==> src/rtl/cic_comb_sequencer_if.sv <==
// Sample path between decimator, comb chain and CIC output port.
// Latency: none (wires only).
// Backpressure: none; the sequencer drops strobes that arrive while it is busy.
interface cic_comb_sequencer_if #(
    parameter int SAMP_WIDTH = 8
);
    logic [SAMP_WIDTH-1:0] samp_inp_data;
    logic                  samp_inp_str;
    logic [SAMP_WIDTH-1:0] chain_inp_data;
    logic [SAMP_WIDTH-1:0] chain_out_data;
    logic                  summ_rdy_str;
    logic [SAMP_WIDTH-1:0] samp_out_data;
    logic                  samp_out_str;

    // master = decimator/comb-chain side, slave = sequencer
    modport master (
        output samp_inp_data,
        output samp_inp_str,
        output chain_out_data,
        input  chain_inp_data,
        input  summ_rdy_str,
        input  samp_out_data,
        input  samp_out_str
    );

    modport slave (
        input  samp_inp_data,
        input  samp_inp_str,
        input  chain_out_data,
        output chain_inp_data,
        output summ_rdy_str,
        output samp_out_data,
        output samp_out_str
    );
endinterface

==> src/rtl/cic_comb_sequencer.sv <==
// Sequences one sample through an unregistered comb chain: hold, settle, latch, push.
// Latency: strobe cycle 0 -> samp_out_str/summ_rdy_str in cycle CIC_N.
// Backpressure: none; strobes while busy are dropped and counted (sticky overrun).
module cic_comb_sequencer #(
    parameter int SAMP_WIDTH = 8,
    parameter int CIC_N      = 4,
    parameter int DROP_WIDTH = 8
) (
    input  logic                  clk,
    input  logic                  reset_n,
    input  logic                  enable_i,
    input  logic                  clear_i,
    cic_comb_sequencer_if.slave   bus,
    output logic                  busy_o,
    output logic                  overrun_o,
    output logic [DROP_WIDTH-1:0] drop_cnt_o
);

    typedef enum logic [1:0] {
        IDLE   = 2'd0,
        SETTLE = 2'd1,
        LATCH  = 2'd2,
        PUSH   = 2'd3
    } state_t;

    localparam int             CNT_W       = $clog2(CIC_N + 1);
    localparam logic [CNT_W-1:0] SETTLE_LAST = CNT_W'(CIC_N - 2);

    state_t                state_q;
    logic [CNT_W-1:0]      cnt_q;
    logic [SAMP_WIDTH-1:0] chain_inp_q;
    logic [SAMP_WIDTH-1:0] samp_out_q;
    logic                  push_q;
    logic                  busy_q;
    logic                  overrun_q;
    logic                  overrun_d;
    logic [DROP_WIDTH-1:0] drop_cnt_q;
    logic [DROP_WIDTH-1:0] drop_cnt_d;

    always_ff @(posedge clk or negedge reset_n) begin
        if (!reset_n) begin
            state_q     <= IDLE;
            cnt_q       <= '0;
            chain_inp_q <= '0;
            samp_out_q  <= '0;
            push_q      <= 1'b0;
            busy_q      <= 1'b0;
        end else begin
            push_q <= 1'b0;
            case (state_q)
                IDLE: begin
                    if (bus.samp_inp_str && enable_i) begin
                        chain_inp_q <= bus.samp_inp_data;
                        cnt_q       <= CNT_W'(1);
                        busy_q      <= 1'b1;
                        state_q     <= (CIC_N > 2) ? SETTLE : LATCH;
                    end
                end
                SETTLE: begin
                    cnt_q <= cnt_q + CNT_W'(1);
                    if (cnt_q == SETTLE_LAST) begin
                        state_q <= LATCH;
                    end
                end
                LATCH: begin
                    // Ripple has had CIC_N-1 clocks; capture at this closing edge.
                    samp_out_q <= bus.chain_out_data;
                    push_q     <= 1'b1;
                    state_q    <= PUSH;
                end
                PUSH: begin
                    busy_q  <= 1'b0;
                    cnt_q   <= '0;
                    state_q <= IDLE;
                end
                default: begin
                    busy_q  <= 1'b0;
                    cnt_q   <= '0;
                    state_q <= IDLE;
                end
            endcase
        end
    end

    // Overrun ignores enable; clear beats a coincident dropped strobe.
    always_comb begin
        overrun_d  = overrun_q;
        drop_cnt_d = drop_cnt_q;
        if (clear_i) begin
            overrun_d  = 1'b0;
            drop_cnt_d = '0;
        end else if (bus.samp_inp_str && (state_q != IDLE)) begin
            overrun_d = 1'b1;
            if (drop_cnt_q != {DROP_WIDTH{1'b1}}) begin
                drop_cnt_d = drop_cnt_q + DROP_WIDTH'(1);
            end
        end
    end

    always_ff @(posedge clk or negedge reset_n) begin
        if (!reset_n) begin
            overrun_q  <= 1'b0;
            drop_cnt_q <= '0;
        end else begin
            overrun_q  <= overrun_d;
            drop_cnt_q <= drop_cnt_d;
        end
    end

    assign bus.chain_inp_data = chain_inp_q;
    assign bus.samp_out_data  = samp_out_q;
    assign bus.summ_rdy_str   = push_q;
    assign bus.samp_out_str   = push_q;
    assign busy_o             = busy_q;
    assign overrun_o          = overrun_q;
    assign drop_cnt_o         = drop_cnt_q;

endmodule

==> src/flat_wrapper.sv <==
// flat-port wrapper written by rule: the top's interface ports become plain ports
module cic_comb_sequencer_flat 
#(
    parameter int SAMP_WIDTH = 8,
    parameter int CIC_N      = 4,
    parameter int DROP_WIDTH = 8
)
  (clk, reset_n, enable_i, clear_i, busy_o, overrun_o, drop_cnt_o, bus_samp_inp_data, bus_samp_inp_str, bus_chain_out_data, bus_chain_inp_data, bus_summ_rdy_str, bus_samp_out_data, bus_samp_out_str);
  cic_comb_sequencer_if #(.SAMP_WIDTH(SAMP_WIDTH)) bus_i ();
  input  logic clk;
  input  logic reset_n;
  input  logic enable_i;
  input  logic clear_i;
  output logic busy_o;
  output logic overrun_o;
  output logic [DROP_WIDTH-1:0] drop_cnt_o;
  input wire logic [$bits(bus_i.samp_inp_data)-1:0] bus_samp_inp_data;
  input wire logic [$bits(bus_i.samp_inp_str)-1:0] bus_samp_inp_str;
  input wire logic [$bits(bus_i.chain_out_data)-1:0] bus_chain_out_data;
  output wire logic [$bits(bus_i.chain_inp_data)-1:0] bus_chain_inp_data;
  output wire logic [$bits(bus_i.summ_rdy_str)-1:0] bus_summ_rdy_str;
  output wire logic [$bits(bus_i.samp_out_data)-1:0] bus_samp_out_data;
  output wire logic [$bits(bus_i.samp_out_str)-1:0] bus_samp_out_str;
  assign bus_i.samp_inp_data = bus_samp_inp_data;
  assign bus_i.samp_inp_str = bus_samp_inp_str;
  assign bus_i.chain_out_data = bus_chain_out_data;
  assign bus_chain_inp_data = bus_i.chain_inp_data;
  assign bus_summ_rdy_str = bus_i.summ_rdy_str;
  assign bus_samp_out_data = bus_i.samp_out_data;
  assign bus_samp_out_str = bus_i.samp_out_str;
  cic_comb_sequencer #(.SAMP_WIDTH(SAMP_WIDTH), .CIC_N(CIC_N), .DROP_WIDTH(DROP_WIDTH)) u_core (.clk(clk), .reset_n(reset_n), .enable_i(enable_i), .clear_i(clear_i), .bus(bus_i), .busy_o(busy_o), .overrun_o(overrun_o), .drop_cnt_o(drop_cnt_o));
endmodule
==> config.mk <==
export PLATFORM = sky130hd
export DESIGN_NAME = cic_comb_sequencer_flat
export DESIGN_NICKNAME = d
export VERILOG_FILES = /design/src/rtl/cic_comb_sequencer_if.sv /design/src/rtl/cic_comb_sequencer.sv /design/src/flat_wrapper.sv
export SDC_FILE = /design/constraint.sdc
export NUM_CORES = 1
export LEC_CHECK = 0
export ABC_CLOCK_PERIOD_IN_PS = 4480
export CAP_MARGIN = 10
export CORE_MARGIN = 2
export CORE_UTILIZATION = 48
export DETAILED_ROUTE_END_ITERATION = 8
export PLACE_DENSITY = 0.93
export RECOVER_POWER = 100
export REMOVE_ABC_BUFFERS = 1
export SYNTH_ARGS = -nofsm -noshare
export SYNTH_HDL_FRONTEND = slang
export SYNTH_SLANG_ARGS = --single-unit
==> constraint.sdc <==
create_clock -name clk -period 4.48 [get_ports clk]
set_input_delay 0.672 -clock clk [delete_from_list [all_inputs] [get_ports clk]]
set_output_delay 0.672 -clock clk [all_outputs]
set_load 0.01 [all_outputs]
# Word-level counts from Yosys, hierarchy flattened
# Index checks and enable logic that the tools add are counted.
# word_totals
reg_bits	32
# op_classes
n_addsub	2
eq_ne	7
n_mux	13
n_reduce_logical	13
# op_table
operator	n
8-bit two-way mux	3
2-bit AND reduction	5
3-bit one-hot mux with 3 select lines	1
8-bit by 1-bit adder with 8-bit output (second input constant)	1
8-bit inequality test (second input constant)	1
2-bit one-hot mux with 4 select lines	1
2-bit nonzero test	4
2-bit equality test (second input constant)	2
1-bit two-way mux	4
2-bit two-way mux	2
2-bit by 1-bit inequality test with 1-bit output (second input constant)	2
3-bit by 1-bit adder with 3-bit output (second input constant)	1
3-bit by 2-bit equality test with 1-bit output (second input constant)	1
3-bit two-way mux	1
3-bit nonzero test	1
2-bit by 1-bit equality test with 1-bit output (second input constant)	1
1-bit logical AND	2
2-bit zero test	1
1-bit one-hot mux with 2 select lines	1

# Logic depth before layout (Yosys ltp)
# depth
depth_word	4
ltp_mapped	6
ltp_nobuf	6

# Least setup slack after synthesis
# OpenSTA, ideal clock, no wires.
# synth_timing
path_type	register -> register
from	register u_core.state_q[0]
to	register u_core.drop_cnt_q[7] (netlist: u_core.drop_cnt_o[7])
setup_time_ps	128
arrival_time_ps	1569
required_ps	4352
slack_ps	2784
stages_incl_launch_ff	7
n_path_buf	0
cell_sequence	dfrtp_1 inv_1 ha_1 and2b_2 o211ai_2 nor3_1 mux2_1
# synth_between
elab_chain_len	4
# synth_rtl
item	line	source
start: declaration	cic_comb_sequencer.sv:29	state_t state_q;
start signal: assignment	cic_comb_sequencer.sv:56	state_q <= (CIC_N > 2) ? SETTLE : LATCH;
2-bit nonzero test	cic_comb_sequencer.sv:92	end else if (bus.samp_inp_str && (state_q != IDLE)) begin
1-bit logical AND	cic_comb_sequencer.sv:92	
2-bit nonzero test (no source line)	n/a	
2-bit AND reduction (no source line)	n/a	
end signal: assignment	cic_comb_sequencer.sv:106	drop_cnt_q <= drop_cnt_d;
end: declaration	cic_comb_sequencer.sv:37	logic [DROP_WIDTH-1:0] drop_cnt_q;
# Every way passes these cells.
# A chain may end at the register's enable or synchronous reset.

==> flow_summary_export.csv <==
group,metric,value,unit
finish,diodes,0,
floorplan,coreArea,2830,um^2
status,status,"finished, violations left",
routing,routed_wl,3150,um
clock_network,clock_insertion_delay_worst_skew,0.34,ns
hold_path,hp-class,"reg -> reg",
synthesis,ys_ff_latch,32,
finish,drive_gt1_frac,0.145,
floorplan,row_count,19,
place,gp_congestion,0.857,
synthesis,async_reset_ff_frac,1.00,
synthesis,syn_inst,118,
critical_path,cp-end-kind,"async pin",
routing,drt_iter0_drc,36,
status,violations,"max-capacitance violations, max-slew violations",
floorplan,start_util,0.514,
global_routing,met3_usage,0.109,
clock_network,numCtsBuffers,5,
global_routing,grt_pass1_wl,5080,um
routing,ant_nets,0,
critical_path,cp-start-kind,"primary input",
synthesis,syn_area,1460,um^2
routing,post_drt_wl_per_cell,15.5,um
sta,rsz0062_at_grt,"no",
routing,vias,1115,
finish,fin_nets,200,
hold_path,hold_depth,1,
synthesis,yosys_warnings,0,
global_routing,grt_use_met2,0.352,
critical_path,path_class,"in -> async",
finish,synthToLayoutAreaGrowth,39.5,%
power,p_leak,0.925,nW
clock_network,cts_resized,0,
critical_path,regToRegStartpoint,"u_core.state_q[0]",
sta,setup_violations,0,
clock_network,cts_tree,"built",
job,drv_cap,1,
critical_path,worstReg2RegEnd,"u_core.drop_cnt_o[5]",
synthesis,yosys-top-cells-count,"32 x dfrtp_1, 16 x mux2_2, 10 x nor2_1",
synthesis,ys_seq_area_frac,0.550,
synthesis,syn_area_per_cell,12.3,um^2
sta,hold_violations,0,
place,numPortBuffers,48,
sta,hold_ws,0.510,ns
synthesis,synth_edf_count,0,
critical_path,worst_path_largest_cell_delay,1.22,ns
critical_path,crit_buf_inv,2,
power,power,1.21,mW
global_routing,grt_overflow,0,
place,hpwl,2400,um
synthesis,synth_area_leaders,"dfrtp_1 55%, mux2_2 12%, ha_1 6.9%",
synthesis,yosysMostFrequentCell,"dfrtp_1",
global_routing,grt_max_degree,33,
floorplan,die_area,3490,um^2
sta,slew_headroom,-0.122,
sta,worst_slew_pin_slew,1.68,ns
critical_path,crit_chain,"dlygate4sd3_1 > clkbuf_1",
power,ir_drop,0.416,mV
critical_path,cp.required,4.62,ns
routing,drcViolationCount,0,
power,cellPowerDensity,595,nW/um^2
global_routing,grt.total_usage,0.205,
sta,finalMaxSlewViolations,33,
floorplan,ios,49,
sta,tns,0,ns
critical_path,ff2ff_setup_slack,2.52,ns
critical_path,r2r_cells,6,
clock_network,clockBufferDepth,2,
synthesis,yosys.cell_types.count,35,
clock_network,clockRootBuffer,"clkbuf_4",
critical_path,slowest_stage,"clkbuf_1",
routing,routed_via_density,5.49,
global_routing,busiest_layer,"met2",
floorplan,die_w,59.1,um
sta,fin_skew,0.00814,ns
clock_network,hold_buffers,0,
clock_network,numClockSinks,32,
critical_path,critPathMaxFanout,32,
hold_path,min_to,"u_core.bus.chain_inp_data[7]",
routing,firstDrtPassIters,4,
synthesis,synth_top_area_cell,"dfrtp_1",
clock_network,clk_pin_slew,0.10,ns
clock_network,postCtsSetupBuffers,0,
sta,fin_crit_sh,0.507,
synthesis,yosys.area.top_type_share,0.550,
synthesis,ys.flop_type,"dfrtp_1",
global_routing,grt_pass1_vias,1156,
global_routing,antenna_found_initial,0,
critical_path,cpLargestDelayFamily,"buffers and inverters",
sta,finalCriticalPeriod,2.27,ns
floorplan,fp.dieH,59.1,um
global_routing,use_met1,0.211,
sta,fmax,440,MHz
critical_path,crit_arrival,2.41,ns
clock_network,cts_max_level,2,
hold_path,hp-start,"u_core.bus.chain_inp_data[7]",
-- power breakdown --
part           internal [mW]  switching (mW)  leakage (nW)
clock network          0.117          0.0969        0.0422
registers              0.402          0.0664         0.399
logic                  0.289           0.237         0.484
total                  0.807           0.400         0.925
-- placed cells by master (no fill, tap or decap), types with 2 or more instances in the layout --
cell	n
a21oi_1	3
clkbuf_1	2
clkbuf_4	5
clkdlybuf4s50_1	18
dfrtp_1	32
dlygate4sd3_1	30
ha_1	8
inv_1	3
mux2_2	16
mux2i_1	2
nand2_1	8
nand3_1	3
nor2_1	10
o211ai_1	2
o21ai_0	7
xor2_1	4
-- cell type report --
type	count	area, um^2
clock buffers	6	41.3
clock inverters	2	35.0
fillers	211	800
inverters	3	11.3
multi-input cells	80	618
flip-flops and latches	32	801
well taps	31	38.8
repair buffers	49	484
-- worst max path at each step --
stage                                     from                   end  slack [ns]  depth (start not counted)
after floorplan              u_core.state_q[0]  u_core.drop_cnt_o[7]        2.78                          6
after global placement        bus_samp_inp_str  u_core.drop_cnt_o[7]        2.26                          5
after detailed placement      bus_samp_inp_str  u_core.drop_cnt_o[7]        2.20                          5
after CTS                 u_core.drop_cnt_o[3]         drop_cnt_o[3]        2.43                          1
after global routing                   reset_n      u_core.overrun_o        1.90                          2
final                                  reset_n      u_core.overrun_o        2.21                          2
-- layer usage --
layer,up-vias,wire [um],share of wire
met4,0,44,0.014
met5,-,0,0
met2,47,1640,0.52
met1,542,1170,0.37
li1,520,-,-
met3,6,289,0.092
-- worst register-to-register path, cell delays in order, from the launching register on --
cell and delay (ns):
dfrtp_1 0.39, inv_1 0.10, ha_1 0.28, and2b_1 0.31, o21ai_0 0.26, or3_1 0.42
a21oi_1 0.14
-- metrics by stage --
| stage | instance area [um^2] | instances | utilization | setup WS, ns |
|---|---|---|---|---|
| after floorplan | 1440 | 115 | - | 2.78 |
| after global placement | 1970 | 195 | 0.695 | 2.26 |
| after detailed placement | 1970 | 195 | 0.695 | 2.20 |
| after CTS | 2040 | 203 | 0.722 | 2.43 |
| after global routing | 2030 | 203 | 0.717 | 1.90 |
| final | 2030 | 203 | 0.717 | 2.21 |
-- sequential cells by signal, indices dropped and copies added (netlist names) --
| signal | flops |
|---|---|
| u_core.bus.samp_out_str | 1 |
| u_core.busy_o | 1 |
| u_core.cnt_q | 3 |
| u_core.state_q | 2 |
| u_core.drop_cnt_o | 8 |
| u_core.overrun_o | 1 |
| u_core.bus.samp_out_data | 8 |
| u_core.bus.chain_inp_data | 8 |
-- cells by family after synthesis --
group | count (synthesis) | synth area share
compound gates | 18 | 0.0860
xor+xnor | 5 | 0.0301
fa+ha+maj | 8 | 0.0688
buf+inv | 6 | 0.0181
flops | 32 | 0.550
mux | 19 | 0.145
simple gates | 30 | 0.101
No activity file was read; power rests on OpenSTA's default activity.
